--- src/rtl/iot_event_encoder_pkg.sv ---
// Shared constants for the device-monitor path (event encoder and the downstream active-device counter).
package iot_mon_pkg;

    localparam int   N_DEV_DEFAULT = 8;
    localparam logic EV_ON         = 1'b1;
    localparam logic EV_OFF        = 1'b0;
    localparam int   CNT_OUT_W     = 8;

    // Index width that stays at least one bit wide for tiny device counts.
    function automatic int id_width(input int n);
        return (n < 2) ? 1 : $clog2(n);
    endfunction

endpackage

--- src/rtl/iot_event_encoder_if.sv ---
// Status-in / event-out bundle of the event encoder; master is the encoder, slave its environment.
interface iot_event_encoder_if #(
    parameter int N_DEV = iot_mon_pkg::N_DEV_DEFAULT
) ();

    localparam int ID_W  = iot_mon_pkg::id_width(N_DEV);
    localparam int CNT_W = $clog2(N_DEV + 1);

    logic [N_DEV-1:0] dev_status;
    logic             hold;
    logic             change;
    logic             on_off;
    logic [ID_W-1:0]  dev_id;
    logic [CNT_W-1:0] pend_cnt;

    modport master (
        input  dev_status,
        input  hold,
        output change,
        output on_off,
        output dev_id,
        output pend_cnt
    );

    modport slave (
        output dev_status,
        output hold,
        input  change,
        input  on_off,
        input  dev_id,
        input  pend_cnt
    );

endinterface

--- src/rtl/iot_event_encoder_arb.sv ---
// Combinational round-robin arbiter: first set request at or after last+1, wrapping; the pointer lives in the parent.
module rr_arbiter #(
    parameter  int N    = 8,
    localparam int ID_W = iot_mon_pkg::id_width(N)
) (
    input  logic [N-1:0]    req,
    input  logic [ID_W-1:0] last,
    output logic            gnt_vld,
    output logic [ID_W-1:0] gnt_idx
);

    int              idx;
    logic [ID_W-1:0] idx_w;

    always_comb begin
        gnt_vld = 1'b0;
        gnt_idx = '0;
        idx     = 0;
        idx_w   = '0;
        for (int k = 1; k <= N; k++) begin
            idx   = (int'(last) + k) % N;
            idx_w = ID_W'(idx);
            if (!gnt_vld && req[idx_w]) begin
                gnt_vld = 1'b1;
                gnt_idx = idx_w;
            end
        end
    end

endmodule

--- src/rtl/iot_event_encoder.sv ---
// Serialises per-device online/offline transitions into one change/on_off event per clock.
// Optional STATUS_SYNC_EN inserts a two-flop synchronizer on dev_status ahead of the sample register.
module iot_event_encoder
    import iot_mon_pkg::*;
#(
    parameter int N_DEV = N_DEV_DEFAULT
) (
    input logic                 clk,
    input logic                 rst,
    iot_event_encoder_if.master bus
);

    localparam int ID_W  = id_width(N_DEV);
    localparam int CNT_W = $clog2(N_DEV + 1);

    logic [N_DEV-1:0] status_in;
    logic [N_DEV-1:0] s_q;
    logic [N_DEV-1:0] rep;
    logic [N_DEV-1:0] pend;
    logic [ID_W-1:0]  last_g;
    logic             gnt_vld;
    logic [ID_W-1:0]  gnt_idx;
    logic             change_q;
    logic             on_off_q;
    logic [ID_W-1:0]  dev_id_q;

`ifdef STATUS_SYNC_EN
    logic [N_DEV-1:0] sync_1;
    logic [N_DEV-1:0] sync_2;

    always_ff @(posedge clk) begin
        if (rst) begin
            sync_1 <= '0;
            sync_2 <= '0;
        end else begin
            sync_1 <= bus.dev_status;
            sync_2 <= sync_1;
        end
    end

    assign status_in = sync_2;
`else
    assign status_in = bus.dev_status;
`endif

    always_ff @(posedge clk) begin
        if (rst) begin
            s_q <= '0;
        end else begin
            s_q <= status_in;
        end
    end

    // A device that toggles back to its reported level before being granted drops out of pend by itself.
    assign pend = s_q ^ rep;

    rr_arbiter #(
        .N (N_DEV)
    ) u_arb (
        .req     (pend),
        .last    (last_g),
        .gnt_vld (gnt_vld),
        .gnt_idx (gnt_idx)
    );

    // rep[g] takes the pre-edge sample, so a device changing again on its grant edge re-reports next time round.
    always_ff @(posedge clk) begin
        if (rst) begin
            rep      <= '0;
            last_g   <= ID_W'(N_DEV - 1);
            change_q <= 1'b0;
            on_off_q <= 1'b0;
            dev_id_q <= '0;
        end else if (!bus.hold && gnt_vld) begin
            change_q     <= 1'b1;
            on_off_q     <= s_q[gnt_idx] ? EV_ON : EV_OFF;
            dev_id_q     <= gnt_idx;
            rep[gnt_idx] <= s_q[gnt_idx];
            last_g       <= gnt_idx;
        end else begin
            change_q <= 1'b0;
        end
    end

    assign bus.change   = change_q;
    assign bus.on_off   = on_off_q;
    assign bus.dev_id   = dev_id_q;
    assign bus.pend_cnt = CNT_W'($countones(pend));

endmodule

--- src/flat_wrapper.sv ---
// flat-port wrapper written by rule: the top's interface ports become plain ports
module iot_event_encoder_flat import iot_mon_pkg::*;
#(
    parameter int N_DEV = N_DEV_DEFAULT
)
  (clk, rst, bus_dev_status, bus_hold, bus_change, bus_on_off, bus_dev_id, bus_pend_cnt);
  iot_event_encoder_if #(.N_DEV(N_DEV)) bus_i ();
  input logic clk;
  input logic rst;
  input wire logic [$bits(bus_i.dev_status)-1:0] bus_dev_status;
  input wire logic [$bits(bus_i.hold)-1:0] bus_hold;
  output wire logic [$bits(bus_i.change)-1:0] bus_change;
  output wire logic [$bits(bus_i.on_off)-1:0] bus_on_off;
  output wire logic [$bits(bus_i.dev_id)-1:0] bus_dev_id;
  output wire logic [$bits(bus_i.pend_cnt)-1:0] bus_pend_cnt;
  assign bus_i.dev_status = bus_dev_status;
  assign bus_i.hold = bus_hold;
  assign bus_change = bus_i.change;
  assign bus_on_off = bus_i.on_off;
  assign bus_dev_id = bus_i.dev_id;
  assign bus_pend_cnt = bus_i.pend_cnt;
  iot_event_encoder #(.N_DEV(N_DEV)) u_core (.clk(clk), .rst(rst), .bus(bus_i));
endmodule
--- config.mk ---
export PLATFORM = sky130hd
export DESIGN_NAME = iot_event_encoder_flat
export DESIGN_NICKNAME = d
export VERILOG_FILES = /design/src/rtl/iot_event_encoder_pkg.sv /design/src/rtl/iot_event_encoder_if.sv /design/src/rtl/iot_event_encoder_arb.sv /design/src/rtl/iot_event_encoder.sv /design/src/flat_wrapper.sv
export SDC_FILE = /design/constraint.sdc
export NUM_CORES = 1
export LEC_CHECK = 0
export ABC_AREA = 0
export CORE_UTILIZATION = 50
export DETAILED_ROUTE_END_ITERATION = 8
export GPL_TIMING_DRIVEN = 0
export PLACE_DENSITY = 0.82
export SLEW_MARGIN = 10
export SYNTH_ARGS = -nofsm -noshare
export SYNTH_HDL_FRONTEND = slang
export SYNTH_SLANG_ARGS = --single-unit
--- constraint.sdc ---
create_clock -name clk -period 4.3 [get_ports clk]
set_clock_uncertainty 0.15 [all_clocks]
set_input_delay 0.86 -clock clk [delete_from_list [all_inputs] [get_ports clk]]
set_output_delay 0.86 -clock clk [all_outputs]
set_load 0.05 [all_outputs]
==> results.py, run 1 <==
metrics = {
    "status": {
        "status": "finished, final reports clean",
    },
    "clock_network": {
        "worstSkewPairLatency_ns": 0.27,
        "clock_tree.root_cell": "clkbuf_8",
        "cts_buffers": 3,
        "htree_levels": 1,
        "path_clk_slew_ns": 0.07,
        "cts_sinks": 24,
        "cts_tree": "done",
        "clk_path_buf_depth": 2,
    },
    "synthesis": {
        "yosys.area.top_type": "dfxtp_1",
        "synth_compound_area_share_pct": 18.2,
        "netlist_instances": 235,
        "synthMuxAreaShare_pct": 24.6,
        "synthAdderAreaFrac_pct": 8.03,
        "async_flop_share_pct": 0,
        "synth_top_area_share_pct": 21.4,
        "yosys.area_share.simple_pct": 16.6,
        "synth_xor_area_share_pct": 5.96,
        "synth_area_mm2": 0.00224,
        "yosys_register_bits": 24,
        "synth-edff-count": 0,
        "synth.area.top_cells": "dfxtp_1, mux4_2, mux2i_1, ha_1, fa_1",
        "syn_nets": 258,
        "synth-seq-area-share_pct": 21.4,
        "synth_cell_types": 57,
        "synth_flop_cell": "dfxtp_1",
        "synth_top_family_by_area": "multiplexers",
        "yosysWarnings": 0,
        "synth.avg_cell_area_um2": 9.55,
    },
    "die": {
        "dieWidth_um": 69,
        "ios": 20,
        "die_h_um": 69,
        "initial_utilization_pct": 51.9,
        "core_mm2": 0.00432,
        "fp-row-count": 24,
        "dieArea_mm2": 0.00476,
    },
    "worst_setup_path": {
        "critPathMaxFanout": 6,
        "crit_family": "adder cells",
        "worstPathCellList": "xnor2_2 > inv_2 > ha_1 > inv_1 > fa_1 > inv_1 > fa_1 > ha_1 > fa_1 > buf_6",
        "crit_buf_inv": 4,
        "endpoint_kind": "primary output",
        "crit_path_start_kind": "register",
        "required_ns": 3.29,
        "r2r.worst_path.cells": 12,
        "cpPeakStageDelay_ns": 0.49,
        "cp.arrival_ns": 3.15,
        "rrSetupSlack_ns": 0.26,
        "path_common_cell": "fa_1",
        "slowest_stage": "fa_1",
        "timing.rr.end": "u_core.bus.on_off",
        "path_class": "register to primary output",
        "crit-reg2reg-launch": "u_core.last_g[1]",
    },
    "global_route": {
        "grt_first_pass_wirelength_um": 9430,
        "overflow": 0,
        "grt_pass1_vias": 1982,
        "grt_max_degree": 15,
        "antenna_found_initial": 0,
        "grt_use_total_pct": 24.3,
    },
    "min_path": {
        "holdPathStages": 2,
        "hold_path_class": "register to register",
        "min_from": "u_core.rep[1]",
        "hold_end": "u_core.rep[1]",
    },
    "sta": {
        "fin_crit_sh_pct": 96.7,
        "fin_tns_setup_ns": 0,
        "fmax_mhz": 240,
        "maxSlewViolCount": 0,
        "slew_headroom_pct": 59.0,
        "min_period_ns": 4.16,
        "setup_viol": 0,
        "hold_viol": 0,
        "rsz0062_at_grt": "false",
        "worst_pin_slew_ns": 0.613,
    },
    "finish": {
        "insertedDiodeCount": 0,
        "layout.nets": 285,
        "syn2layout_area_growth_pct": 18.2,
        "drive_above_1_share_pct": 23.0,
        "design_area_mm2": 0.00265,
        "fillers": 382,
    },
    "job": {
        "cap_violations": 0,
    },
    "detailed_routing": {
        "wl_per_cell_um": 17.5,
        "first_pass_iters": 4,
        "via_per_inst": 6.44,
        "num_vias": 2015,
        "drc": 0,
        "drt_iter0_markers": 184,
        "antenna_left": 0,
        "routed_wirelength_um": 5470,
    },
    "place": {
        "port_buffers": 19,
        "placed_cell_area_mm2": 0.00250,
        "place_hpwl_um": 3940,
        "place.gp.congestion": 0.914,
    },
}
==> timing repair <==
item | in CTS | in global routing
pin swaps | 1 | 1
buffers inserted | 4 | 0
endpoints found under the setup margin | 12 | 13
hold buffers | 0 | 0
gates resized for setup | 12 | 10
==> registers in the layout, indices dropped and copies added, names as in the netlist <==
register and count:
u_core.rep 8, u_core.s_q 8, u_core.bus.on_off 1, u_core.bus.change 1
u_core.last_g 3, u_core.bus.dev_id 3
==> worst max-delay path by stage <==
stage	startpoint	endpoint	slack, ns	cells after the start
3_3_place_gp	u_core.last_g[1]	u_core.bus.on_off	-0.37	13
2_1_floorplan	u_core.last_g[1]	u_core.bus.on_off	0.29	13
3_5_place_dp	u_core.last_g[1]	u_core.bus.on_off	-0.40	13
5_1_grt	u_core.s_q[5]	bus_pend_cnt[2]	0.01	10
4_1_cts	u_core.rep[5]	bus_pend_cnt[2]	0.04	10
6_report	u_core.s_q[5]	bus_pend_cnt[2]	0.14	10
==> tightest hold or removal path: cells and delay by family, from the launching register on <==
kind / cells / cell delay [ns]
AOI/OAI and AO/OA: 2 / 0.13
DFF: 1 / 0.32
==> per-layer routing <==
layer	vias to the layer above	GRT usage [%]	routed length (um)	share of wire [%]
li1	924	-	-	-
met1	976	31.6	2140	39
met2	93	42.3	2860	52
met3	22	2.92	327	6.0
met4	0	6.80	142	2.6
met5	-	0	0	0
==> cell families (layout without fill, tap and decap cells) <==
group                      after synthesis  in the layout
muxes                                   37             37
AOI/OAI and AO/OA                       59             59
and+or+nand+nor                         64             64
DFF                                     24             24
buffers and inverters                   28             54
adders and majority gates               12             12
xor gates and xnor gates                11             11
==> layout by cell type, fill, tap and decap left out, types with 5 or more instances in the layout <==
cell and n:
nor2_1 13, or3_1 9, nor2b_1 11, mux2i_1 20, nand2_1 12, ha_1 8, dfxtp_1 23, clkdlybuf4s50_1 16
mux4_2 14, buf_4 5, inv_2 10, xnor2_2 5, a21oi_1 12, inv_1 7, o21ai_0 14
==> cells in the mapped netlist, types with 8 or more instances <==
cell     number
mux2i_1      20
or3_1         9
ha_1          8
a21oi_1      12
inv_1         9
nand2_1      12
nor2_1       13
o21ai_0      14
nor2b_1      11
mux4_2       14
dfxtp_1      24
inv_2         9
==> layout make-up <==
type / instances / area (um2) / area share, %
flip-flops and latches: 24 / 482 / 18.2
well taps: 52 / 65.1 / 2.45
repair buffers: 23 / 228 / 8.58
multi-input cells: 183 / 1690 / 63.7
clock buffers: 3 / 41.3 / 1.56
inverters: 18 / 71.3 / 2.69
plain buffers: 9 / 45.0 / 1.70
clock inverters: 1 / 30.0 / 1.13
==> through the flow <==
| stage | cells | hold WS (ns) | setup slack [ns] | utilization (%) |
|---|---|---|---|---|
| floorplan | 235 | 0.316 | 0.290 | - |
| global placement | 306 | 0.327 | -0.369 | 57.8 |
| detailed placement | 306 | 0.332 | -0.405 | 57.8 |
| CTS | 313 | 0.345 | 0.0381 | 60.7 |
| global route | 313 | 0.364 | 0.0102 | 61.3 |
| finish | 313 | 0.343 | 0.141 | 61.3 |
Power of run 1 is left out: the tool's default activity adds up to more than one toggle a clock period on the data nets, which glitch-free logic cannot reach.
==> run 2: changes to the inputs <==
CORE_MARGIN = 2   (was default)
==> results.py, run 2 (same netlist as run 1, synthesis figures left out) <==
metrics = {
    "sta": {
        "hold_viol": 0,
        "rsz0062_at_grt": "false",
        "worst_pin_slew_ns": 0.562,
        "setup_viol": 0,
        "fin_crit_sh_pct": 96.9,
        "min_period_ns": 4.17,
        "fmax_mhz": 240,
        "slew_headroom_pct": 62.5,
        "maxSlewViolCount": 0,
    },
    "detailed_routing": {
        "antenna_left": 0,
        "drt_iter0_markers": 177,
        "num_vias": 1988,
        "wl_per_cell_um": 17.0,
        "via_per_inst": 6.35,
        "routed_wirelength_um": 5320,
        "drc": 0,
        "first_pass_iters": 4,
    },
    "clock_network": {
        "worstSkewPairLatency_ns": 0.26,
        "htree_levels": 1,
        "clk_path_buf_depth": 2,
        "clock_tree.root_cell": "clkbuf_8",
        "hold_buffers": 0,
        "path_clk_slew_ns": 0.08,
        "cts_tree": "done",
        "cts_sinks": 24,
        "cts_buffers": 3,
    },
    "die": {
        "initial_utilization_pct": 51.6,
        "dieArea_mm2": 0.00504,
        "core_mm2": 0.00435,
        "ios": 20,
        "die_h_um": 71,
        "fp-row-count": 24,
        "dieWidth_um": 71,
    },
    "min_path": {
        "min_from": "u_core.bus.dev_id[2]",
        "hold_path_class": "register to register",
    },
    "worst_setup_path": {
        "crit-reg2reg-launch": "u_core.last_g[1]",
        "critPathMaxFanout": 6,
        "endpoint_kind": "primary output",
        "crit_path_start_kind": "register",
        "r2r.worst_path.cells": 12,
        "cp.arrival_ns": 3.16,
        "timing.rr.end": "u_core.rep[6]",
        "critPathCapture": "bus_pend_cnt[2]",
        "startpoint": "u_core.s_q[7]",
        "path_class": "register to primary output",
        "rrSetupSlack_ns": 0.24,
        "required_ns": 3.29,
    },
    "finish": {
        "drive_above_1_share_pct": 22.6,
        "layout_commonest_cell": "dfxtp_1",
        "insertedDiodeCount": 0,
        "fin_util_pct": 59.7,
        "syn2layout_area_growth_pct": 15.9,
        "layout.nets": 285,
        "final_cell_mix": "dfxtp_1, mux2i_1, clkdlybuf4s50_1, mux4_2, o21ai_0",
        "largestRegisters": "u_core.rep x8, u_core.s_q x8",
    },
    "place": {
        "port_buffers": 19,
        "place_hpwl_um": 4050,
        "place.gp.congestion": 0.900,
    },
    "global_route": {
        "grt_max_degree": 14,
        "grt_first_pass_wirelength_um": 9290,
        "antenna_found_initial": 0,
        "grt_use_total_pct": 22.9,
        "overflow": 0,
        "grt_pass1_vias": 2047,
    },
    "status": {
        "status": "finished, final reports clean",
    },
    "job": {
        "cap_violations": 0,
    },
}
[run 2: final cells by class]
type / instances / area [um2]
fill: 350 / 1750
multi-input combinational: 184 / 1680
sequential: 24 / 482
timing repair buffer: 22 / 204
inverter: 18 / 71.3
tap: 52 / 65.1
clock buffer: 4 / 55.1
buffer: 9 / 45.0
[run 2: through the flow]
step                setup WS [ns]  cells  instance area [um2]  TNS (ns)  hold slack (ns)
CTS                      0.000694    312                 2580         0            0.352
floorplan                   0.290    235                 2240         0            0.316
finish                      0.135    313                 2600         0            0.349
global placement           -0.357    306                 2500     -1.98            0.330
detailed placement         -0.425    306                 2500     -2.71            0.335
global route               0.0133    313                 2600         0            0.379
[run 2: worst min-delay path by stage]
stage / to / slack, ns / cells after the start
after CTS: u_core.bus.dev_id[2] / 0.35 / 2
final: u_core.bus.dev_id[2] / 0.35 / 2
after global routing: u_core.rep[0] / 0.38 / 2
after global placement: u_core.rep[4] / 0.33 / 2
after floorplan: u_core.rep[1] / 0.32 / 2
after detailed placement: u_core.bus.dev_id[2] / 0.33 / 2
[run 2: routing by layer]
| metal | share of wire [%] | vias to the layer above | global-route usage (%) |
|---|---|---|---|
| met4 | 2.0 | 0 | 8.18 |
| met1 | 40 | 971 | 28.6 |
| met5 | 0 | - | 0 |
| met3 | 7.3 | 14 | 4.27 |
| li1 | - | 923 | - |
| met2 | 50 | 80 | 39.5 |
[run 2: repair_timing]
action | in CTS | in global routing
pin swaps | 1 | 2
gates resized for setup | 12 | 7
setup buffers | 2 | 1
setup endpoints to repair | 12 | 11
gates cloned | 1 | 0
[run 2: worst max-delay path, cell delays in order (launching register included)]
cell and delay (ns):
dfxtp_1 0.35, xnor2_2 0.27, inv_2 0.12, ha_1 0.29
inv_1 0.05, fa_1 0.41, inv_1 0.08, fa_1 0.42
ha_1 0.23, fa_1 0.48, buf_4 0.19
Power of run 2 is left out for the same reason.
